**src/rtl/mem_access_stage.sv**
```systemverilog
// mem_access_stage
// ----------------
// Memory-access stage sitting between the EX/MEM and MEM/WB registers.
// Turns load/store control into one req/ack transaction on a
// variable-latency data-memory port, stalls the upstream stages while the
// access is outstanding, and aligns/extends load data for write-back.
//
// Optional feature: define MEM_TIMEOUT_EN to abort an access that sees no
// ack within TIMEOUT_CYCLES cycles in ACCESS (bus_err pulses in DONE).
// Without it ACCESS waits indefinitely and bus_err is tied 0.
//
// Bus handshake: dmem_req rises the cycle after an access is accepted and
// stays high with dmem_we/addr/wdata/be stable until the first cycle in
// which dmem_ack is sampled high in ACCESS; acks seen in IDLE or DONE are
// ignored.
//
// Ports:
//   clock, reset_n          clock (rising edge), synchronous active-low reset
//   alu_result_in           byte address, also passed through
//   store_data_in           store source value
//   reg_dest_in             destination register
//   MemRead_in/MemWrite_in  load / store request
//   MemToReg_in/RegWrite_in write-back control
//   MemSize_in              00 byte, 01 half, 10 word, 11 illegal
//   MemSigned_in            sign-extend (1) or zero-extend (0) loads
//   dmem_*                  data-memory port
//   stall                   freezes PC, IF/ID, ID/EX, EX/MEM
//   mem_data_out            aligned load data (valid in DONE, else 0)
//   alu_result_out, reg_dest_out, MemToReg_out, RegWrite_out  to MEM/WB
//   misalign_err            pulse on misaligned/illegal access
//   bus_err                 pulse on bus timeout
//   state_dbg               current FSM state (0 IDLE, 1 ACCESS, 2 DONE)
module mem_access_stage #(
  parameter int TIMEOUT_CYCLES = 255
) (
  input  logic        clock,
  input  logic        reset_n,
  input  logic [31:0] alu_result_in,
  input  logic [31:0] store_data_in,
  input  logic [4:0]  reg_dest_in,
  input  logic        MemRead_in,
  input  logic        MemWrite_in,
  input  logic        MemToReg_in,
  input  logic        RegWrite_in,
  input  logic [1:0]  MemSize_in,
  input  logic        MemSigned_in,
  output logic        dmem_req,
  output logic        dmem_we,
  output logic [31:0] dmem_addr,
  output logic [31:0] dmem_wdata,
  output logic [3:0]  dmem_be,
  input  logic [31:0] dmem_rdata,
  input  logic        dmem_ack,
  output logic        stall,
  output logic [31:0] mem_data_out,
  output logic [31:0] alu_result_out,
  output logic [4:0]  reg_dest_out,
  output logic        MemToReg_out,
  output logic        RegWrite_out,
  output logic        misalign_err,
  output logic        bus_err,
  output logic [1:0]  state_dbg
);

  typedef enum logic [1:0] {
    S_IDLE   = 2'd0,
    S_ACCESS = 2'd1,
    S_DONE   = 2'd2
  } state_t;

  state_t      state_q, state_d;
  logic        req_q, req_d;
  logic        we_q, we_d;
  logic [31:0] addr_q, addr_d;
  logic [31:0] wdata_q, wdata_d;
  logic [3:0]  be_q, be_d;
  logic [31:0] data_q, data_d;
  // Load shaping info captured at accept time, used when the ack arrives.
  logic [1:0]  lsize_q, lsize_d;
  logic [1:0]  lane_q, lane_d;
  logic        lsigned_q, lsigned_d;

`ifdef MEM_TIMEOUT_EN
  localparam int CW = ($clog2(TIMEOUT_CYCLES + 1) > 8) ? $clog2(TIMEOUT_CYCLES + 1) : 8;
  logic [CW-1:0] cnt_q, cnt_d;
  logic          bus_err_q, bus_err_d;
`else
  localparam int unused_timeout_cycles = TIMEOUT_CYCLES;
`endif

  logic        any_op, bad_op, in_idle, start;
  logic [31:0] st_wdata, ld_data;
  logic [3:0]  st_be;
  logic [7:0]  ld_byte;
  logic [15:0] ld_half;

  // Access legality is judged only in IDLE, on the live EX/MEM inputs.
  assign any_op  = MemRead_in | MemWrite_in;
  assign bad_op  = (MemRead_in & MemWrite_in)
                 | (MemSize_in == 2'b11)
                 | ((MemSize_in == 2'b01) & alu_result_in[0])
                 | ((MemSize_in == 2'b10) & (alu_result_in[1:0] != 2'b00));
  assign in_idle = (state_q == S_IDLE);
  assign start   = reset_n & in_idle & any_op & ~bad_op;

  // Store lane replication and byte enables (little-endian).
  always_comb begin
    st_wdata = store_data_in;
    st_be    = 4'b1111;
    case (MemSize_in)
      2'b00: begin
        st_wdata = {4{store_data_in[7:0]}};
        st_be    = 4'b0001 << alu_result_in[1:0];
      end
      2'b01: begin
        st_wdata = {2{store_data_in[15:0]}};
        st_be    = alu_result_in[1] ? 4'b1100 : 4'b0011;
      end
      default: ;
    endcase
  end

  // Load lane selection and extension from the raw bus word.
  always_comb begin
    case (lane_q)
      2'd0:    ld_byte = dmem_rdata[7:0];
      2'd1:    ld_byte = dmem_rdata[15:8];
      2'd2:    ld_byte = dmem_rdata[23:16];
      default: ld_byte = dmem_rdata[31:24];
    endcase
    ld_half = lane_q[1] ? dmem_rdata[31:16] : dmem_rdata[15:0];
    case (lsize_q)
      2'b00:   ld_data = {{24{lsigned_q & ld_byte[7]}}, ld_byte};
      2'b01:   ld_data = {{16{lsigned_q & ld_half[15]}}, ld_half};
      default: ld_data = dmem_rdata;
    endcase
  end

  always_comb begin
    state_d   = state_q;
    req_d     = req_q;
    we_d      = we_q;
    addr_d    = addr_q;
    wdata_d   = wdata_q;
    be_d      = be_q;
    data_d    = data_q;
    lsize_d   = lsize_q;
    lane_d    = lane_q;
    lsigned_d = lsigned_q;
`ifdef MEM_TIMEOUT_EN
    cnt_d     = cnt_q;
    bus_err_d = 1'b0;
`endif
    case (state_q)
      S_IDLE: begin
        if (start) begin
          state_d   = S_ACCESS;
          req_d     = 1'b1;
          we_d      = MemWrite_in;
          addr_d    = {alu_result_in[31:2], 2'b00};
          wdata_d   = MemWrite_in ? st_wdata : 32'h0;
          be_d      = MemWrite_in ? st_be : 4'b1111;
          data_d    = 32'h0;
          lsize_d   = MemSize_in;
          lane_d    = alu_result_in[1:0];
          lsigned_d = MemSigned_in;
`ifdef MEM_TIMEOUT_EN
          cnt_d     = '0;
`endif
        end
      end
      S_ACCESS: begin
        // Ack takes priority over the timeout limit on the same cycle.
        if (dmem_ack) begin
          state_d = S_DONE;
          req_d   = 1'b0;
          data_d  = we_q ? 32'h0 : ld_data;
        end
`ifdef MEM_TIMEOUT_EN
        else if (cnt_q == CW'(TIMEOUT_CYCLES - 1)) begin
          state_d   = S_DONE;
          req_d     = 1'b0;
          data_d    = 32'h0;
          bus_err_d = 1'b1;
        end else begin
          cnt_d = cnt_q + 1'b1;
        end
`endif
      end
      default: state_d = S_IDLE;
    endcase
  end

  always_ff @(posedge clock) begin
    if (!reset_n) begin
      state_q   <= S_IDLE;
      req_q     <= 1'b0;
      we_q      <= 1'b0;
      addr_q    <= 32'h0;
      wdata_q   <= 32'h0;
      be_q      <= 4'b0000;
      data_q    <= 32'h0;
      lsize_q   <= 2'b00;
      lane_q    <= 2'b00;
      lsigned_q <= 1'b0;
`ifdef MEM_TIMEOUT_EN
      cnt_q     <= '0;
      bus_err_q <= 1'b0;
`endif
    end else begin
      state_q   <= state_d;
      req_q     <= req_d;
      we_q      <= we_d;
      addr_q    <= addr_d;
      wdata_q   <= wdata_d;
      be_q      <= be_d;
      data_q    <= data_d;
      lsize_q   <= lsize_d;
      lane_q    <= lane_d;
      lsigned_q <= lsigned_d;
`ifdef MEM_TIMEOUT_EN
      cnt_q     <= cnt_d;
      bus_err_q <= bus_err_d;
`endif
    end
  end

`ifdef MEM_TIMEOUT_EN
  assign bus_err = bus_err_q;
`else
  assign bus_err = 1'b0;
`endif

  assign dmem_req       = req_q;
  assign dmem_we        = we_q;
  assign dmem_addr      = addr_q;
  assign dmem_wdata     = wdata_q;
  assign dmem_be        = be_q;
  assign state_dbg      = state_q;

  assign misalign_err   = reset_n & in_idle & any_op & bad_op;
  assign stall          = reset_n & (start | (state_q == S_ACCESS));
  assign mem_data_out   = (state_q == S_DONE) ? data_q : 32'h0;
  assign alu_result_out = alu_result_in;
  assign reg_dest_out   = reg_dest_in;
  assign MemToReg_out   = MemToReg_in;
  assign RegWrite_out   = RegWrite_in & reset_n & ~misalign_err & ~bus_err;

endmodule

```
**config.mk**
```make
export PLATFORM = sky130hd
export DESIGN_NAME = mem_access_stage
export DESIGN_NICKNAME = d
export VERILOG_FILES = /design/src/rtl/mem_access_stage.sv
export SDC_FILE = /design/constraint.sdc
export NUM_CORES = 1
export LEC_CHECK = 0
export ABC_CLOCK_PERIOD_IN_PS = 1600
export BUFFER_PORTS_ARGS = -buffer_cell sky130_fd_sc_hd__buf_2
export CAP_MARGIN = 30
export CORE_MARGIN = 8
export CORE_UTILIZATION = 42
export DETAILED_ROUTE_END_ITERATION = 12
export PLACE_DENSITY_LB_ADDON = 0.15
export SETUP_SLACK_MARGIN = 0.05
export SLEW_MARGIN = 20
export SYNTH_ARGS = -nofsm -noshare
export SYNTH_HDL_FRONTEND = slang
export SYNTH_SLANG_ARGS = --single-unit
```
**constraint.sdc**
```tcl
create_clock -name clock -period 1.6 [get_ports clock]
set_input_delay 0.16 -clock clock [delete_from_list [all_inputs] [get_ports clock]]
set_output_delay 0.16 -clock clock [all_outputs]
set_load 0.01 [all_outputs]
```
==> impl_metrics.tcl, run 1 <==
set metrics [dict create \
    cp_max_fo 8 \
    antenna_found_initial 0 \
    io_buffers 241 \
    numCtsBuffers 9 \
    drive_gt1_frac 0.6062 \
    initial_core_util 0.4248 \
    first_pass_iters 5 \
    die_w_um 128.1 \
    grt_pass1_vias 5786 \
    max_freq_ghz 0.5836 \
    cp_data_arrival_time_ps 1550 \
    viasPerCell 5.412 \
    wirelength_mm 20.79 \
    end_kind "output port" \
    maxSlewViolCount 0 \
    seq_area_frac_synth 0.4062 \
    slew_headroom 0.4967 \
    drtAntennaViolNets 0 \
    crit_start "state_dbg[1]$_SDFFE_PN0P_" \
    rows 41 \
    grt_pass1_wl_mm 29.29 \
    final_cell_mix "221 x buf_2, 105 x dfxtp_1, 75 x nand2_1" \
    power_density_nw_per_um2 755.2 \
    die_h_um 128.1 \
    placed_area_um2 6948 \
    n_antenna_cell 0 \
    critPathRequiredTime_ps 1440 \
    fin_crit_sh 1.071 \
    fin_ws_ps -113.4 \
    setup-violations-final 128 \
    met3WireLength_mm 1.532 \
    cts_tree "yes" \
    grt-ovfl-total 0 \
    route.layer.met1.wl_mm 8.055 \
    nets 978 \
    hpwl_mm 13.50 \
    drt_first_iter_violations 291 \
    track_usage 0.2233 \
    ys_ff_latch 107 \
    async_flop_share 0 \
    final_common_cell "buf_2" \
    top_layer_used "met4" \
    holdCritStartpoint "alu_result_in[2]" \
    outcome "complete, but fails checks" \
    io_pins 257 \
    violations "setup timing" \
    grt_max_degree 51 \
    clk_latency_ps 350 \
    ctsRootBufferMaster "clkbuf_16" \
    worst_pin_slew_ps 754.9 \
    path_clk_slew_ps 70 \
    critPathLaunchType "register" \
    hold_viol 0 \
    clock_skew_ps 6.542 \
    num_vias 5645 \
    period_needed_ps 1713 \
    fin_tns_setup_ps -6520 \
    ys_types 47 \
    gp_congestion 0.8972 \
    clkSinkCount 107 \
    die_area_um2 16400 \
    r2r-start "lane_q[1]$_SDFFE_PN0P_" \
    critPathKind "register to output port" \
    leakage_nw 4.184 \
    syn-cell-area_um2 5274 \
    met2_length_mm 10.71 \
    drc 0 \
    ir_drop_uv 444.9 \
    stdcell_area_um2 8803 \
    post-place-ws_ps -259.1 \
    syn_area_per_cell_um2 8.603 \
    wl_per_cell_um 19.93 \
    cts_buffer_depth 2 \
    synth_edf_count 0 \
    synth_top_flop_cell "dfxtp_1" \
    synthCells 613 \
    maxCapViolations 0 \
    core_area_um2 12410 \
    ys_warn_count 0 \
    syn2layout_area_growth_pct 66.93 \
    hold_class "input pin to register" \
    htree_levels 3 \
    rsz0062_at_grt "yes" \
]
==> stage by stage <==
stage | total power, mW | instances | utilization | hold WS [ps]
after detailed placement | 4.151 | 988 | 0.5597 | 320.1
after global placement | 4.123 | 988 | 0.5597 | 320.1
after floorplan | 3.667 | 615 | - | 259.0
after CTS | 6.429 | 1028 | 0.6331 | 0.4404
after global routing | 6.903 | 1043 | 0.7091 | 19.31
final | 6.648 | 1043 | 0.7091 | 16.73
==> registers in the layout, indices dropped and copies added (netlist names) <==
register / flops
data_q: 32
lsigned_q: 1
dmem_req: 1
dmem_we: 1
lane_q: 2
dmem_be: 4
state_dbg: 2
dmem_wdata: 32
dmem_addr: 30
lsize_q: 2
==> worst max-delay path, cell delays in order, from the launching register on <==
cell,delay [ps]
dfxtp_2,320
buf_6,110
buf_6,110
nor2b_4,130
buf_12,140
buf_16,130
and2_4,150
buf_6,110
==> cells by family (layout without fill, tap and decap cells) <==
group,after synthesis,count (layout),synth area share
mux,41,41,0.08161
simple gates,271,271,0.2420
xor+xnor,1,1,0.001661
buf+inv,94,350,0.1046
compound gates,98,98,0.1632
other cells,1,3,0.0007111
flops,107,107,0.4062
==> where the power goes <==
group          leakage, nW  total (mW)  switching [mW]  internal (mW)
logic                 3.18        1.62           0.877          0.743
registers            0.871        2.89          0.0993           2.79
clock network        0.128        2.13           0.986           1.15
==> cells in the mapped netlist, types with 3 or more instances <==
| library cell | instances | share of area |
|---|---|---|
| a21oi_1 | 3 | 0.0028 |
| nand3_1 | 89 | 0.084 |
| buf_2 | 15 | 0.014 |
| nor2b_1 | 5 | 0.0059 |
| and2_1 | 34 | 0.040 |
| nand2_1 | 116 | 0.083 |
| mux2_2 | 6 | 0.013 |
| buf_1 | 8 | 0.0057 |
| o2111ai_1 | 7 | 0.012 |
| inv_1 | 3 | 0.0021 |
| mux2i_1 | 34 | 0.065 |
| clkbuf_1 | 20 | 0.014 |
| o21ai_0 | 18 | 0.017 |
| dfxtp_1 | 107 | 0.41 |
| o221ai_1 | 7 | 0.012 |
| a32o_1 | 7 | 0.013 |
| nand2b_1 | 10 | 0.012 |
| buf_4 | 44 | 0.063 |
| o31ai_1 | 10 | 0.014 |
| o31ai_2 | 6 | 0.014 |
| nor2_1 | 12 | 0.0085 |
| o211a_1 | 6 | 0.011 |
| a221o_1 | 16 | 0.030 |
==> area by class of cell <==
class / count / area, um^2
Inverter: 5 / 18.77
Timing Repair Buffer: 330 / 2541
Multi-Input combinational cell: 414 / 3608
Clock buffer: 14 / 265.3
Clock inverter: 1 / 7.507
Fill cell: 957 / 3611
Tap cell: 172 / 215.2
Sequential cell: 107 / 2147
==> per-layer routing <==
layer	GRT usage	vias up
met5	0	-
met1	0.2474	2736
li1	-	2638
met3	0.06281	35
met4	0.09860	0
met2	0.3902	236
==> repair_timing <==
action	4_1_cts	5_1_grt
gates resized for setup	61	158
endpoints found under the hold margin	4	0
pin swaps	19	88
hold buffers	4	0
cloned	9	13
setup buffers	12	2
endpoints found under the setup margin	137	139
==> path summary, 6_finish.rpt <==
check / endpoint / slack [ps] / cells past startpoint
worst max-delay path: mem_data_out[25] / -110 / 7
worst min-delay path: dmem_addr[2]$_SDFFE_PN0P_ / 20 / 3
worst max register to register: data_q[30]$_SDFFE_PN0P_ / -100 / 5
worst min register to register: dmem_addr[25]$_SDFFE_PN0P_ / 450 / 2
Note: power is estimated with default switching activity, not from simulation.
==> run 2: changes to the inputs <==
==> constraint.sdc (replaced) <==
create_clock -name clock -period 1.6 [get_ports clock]
set_input_delay 0.08 -clock clock [delete_from_list [all_inputs] [get_ports clock]]
set_output_delay 0.08 -clock clock [all_outputs]
set_load 0.01 [all_outputs]
==> impl_metrics.tcl, run 2 (same netlist as run 1, synthesis figures left out) <==
set metrics [dict create \
    cp_top_family "compound AO/OA/AOI/OAI gates" \
    cp_max_fo 7 \
    fin_crit_sh 1.081 \
    fin_ws_ps -129.9 \
    cts_tree "yes" \
    stdcell_area_um2 9176 \
    cp_data_arrival_time_ps 1970 \
    initial_core_util 0.4248 \
    n_antenna_cell 0 \
    clkSinkCount 107 \
    ir_drop_uv 687.5 \
    worst_pin_slew_ps 666.8 \
    viasPerCell 5.305 \
    drc 0 \
    critPathRequiredTime_ps 1840 \
    gp_congestion 0.9057 \
    drive_gt1_frac 0.5782 \
    pwr-share-comb 0.245 \
    switching_share 0.2879 \
    maxCapViolations 0 \
    whs_ps 17.96 \
    power.switching_mw 1.979 \
    violations "setup timing" \
    end_kind "register" \
    cp_cell_sequence "mux4_2, buf_6, a31oi_4, o21ai_1, a32o_1" \
    grt_pass1_wl_mm 31.31 \
    slew_headroom 0.5554 \
    numCtsBuffers 9 \
    max_stage_delay_ps 540 \
    hold_viol 0 \
    rows 41 \
    final_cell_mix "211 x buf_2, 104 x dfxtp_1, 94 x nand2_1" \
    power_density_nw_per_um2 749.3 \
    cts_buffer_depth 2 \
    core_area_um2 12410 \
    post-place-ws_ps -246.8 \
    grt-ovfl-total 0 \
    wirelength_mm 21.67 \
    rsz0062_at_grt "yes" \
    antenna_found_initial 0 \
    setup-violations-final 113 \
    die_h_um 128.1 \
    regArea_um2 2148 \
    period_needed_ps 1730 \
    fin_util 0.7392 \
    first_pass_iters 5 \
    syn2layout_area_growth_pct 74.00 \
    clk_latency_ps 350 \
    critPathLaunchType "register" \
    leakage_nw 4.335 \
    max_freq_ghz 0.5781 \
    clockPowerShare 0.335 \
    die_area_um2 16400 \
    maxSlewViolCount 0 \
    io_buffers 241 \
    dp_cells 996 \
    clock_skew_ps 8.727 \
    outcome "complete, but fails checks" \
    final_common_cell "buf_2" \
    path_buf_inv 1 \
    drtAntennaViolNets 0 \
    ctsRootBufferMaster "clkbuf_16" \
    wl_per_cell_um 19.72 \
    layout.cells.non_filler 1099 \
    fill_cells 901 \
    grt_max_degree 46 \
    hold_class "input pin to register" \
    hpwl_mm 13.40 \
    drt_first_iter_violations 359 \
    io_pins 257 \
    path_clk_slew_ps 70 \
    grt_pass1_vias 5956 \
    nets 1034 \
    num_vias 5830 \
    internal_power_mw 4.896 \
    multi_input_area_um2 3408 \
    track_usage 0.2405 \
    seqPwrFrac 0.420 \
    critPathKind "register to register" \
    htree_levels 3 \
    placed_area_um2 6713 \
    cp_slowest_cell "mux4_2" \
    die_w_um 128.1 \
]
## run 2: power by group through the flow
stage          registers (mW)  clock network [mW]  logic [mW]
4_1_cts                  2.88                2.33        1.49
2_1_floorplan            2.97                   0       0.620
3_5_place_dp             2.92                   0        1.18
6_report                 2.89                2.30        1.68
3_3_place_gp             2.92                   0        1.16
5_1_grt                  2.90                2.44        1.79
## run 2: final timing paths
kind	from	endpoint	slack, ps	depth (start not counted)
worst max register to register	lane_q[1]$_SDFFE_PN0P_	data_q[14]$_SDFFE_PN0P_	-130	5
worst min-delay path	store_data_in[4]	dmem_wdata[4]$_SDFFE_PN0P_	20	3
worst min register to register	dmem_addr[13]$_SDFFE_PN0P_	dmem_addr[13]$_SDFFE_PN0P_	450	2
worst max-delay path	lane_q[1]$_SDFFE_PN0P_	data_q[14]$_SDFFE_PN0P_	-130	5
## run 2: final cells by class
class | instances | area share
inverter | 5 | 0.002045
clock inverter | 4 | 0.005318
clock buffer | 11 | 0.02754
tap | 172 | 0.02345
sequential | 107 | 0.2341
timing repair buffer | 383 | 0.3361
multi-input combinational | 417 | 0.3714
## run 2: through the flow
stage | TNS [ps] | total power, mW
global route | -11270 | 7.139
floorplan | -620.4 | 3.592
global placement | -7337 | 4.073
finish | -5360 | 6.876
CTS | -5439 | 6.694
detailed placement | -8497 | 4.099
## run 2: routing by layer
metal  global-route usage  routed length, um  vias up
met4              0.09860                558        0
met3              0.06905               1533       37
met5                    0                  0        -
met2               0.4197              11270      228
li1                     -                  -     2755
met1               0.2688               8315     2810
## run 2: worst register-to-register path, cell delays in order, from the launching register on
cell     delay (ps)
dfxtp_4         350
mux4_2          540
buf_6           150
a31oi_4         220
o21ai_1         120
a32o_1          250
## run 2: timing repair
| action | in CTS | in global routing |
|---|---|---|
| cloned | 15 | 9 |
| hold endpoints to repair | 43 | 0 |
| buffers inserted | 16 | 10 |
| endpoints found under the setup margin | 133 | 137 |
| hold buffers | 43 | 0 |
| pin swaps | 83 | 81 |
| gates resized for setup | 120 | 136 |
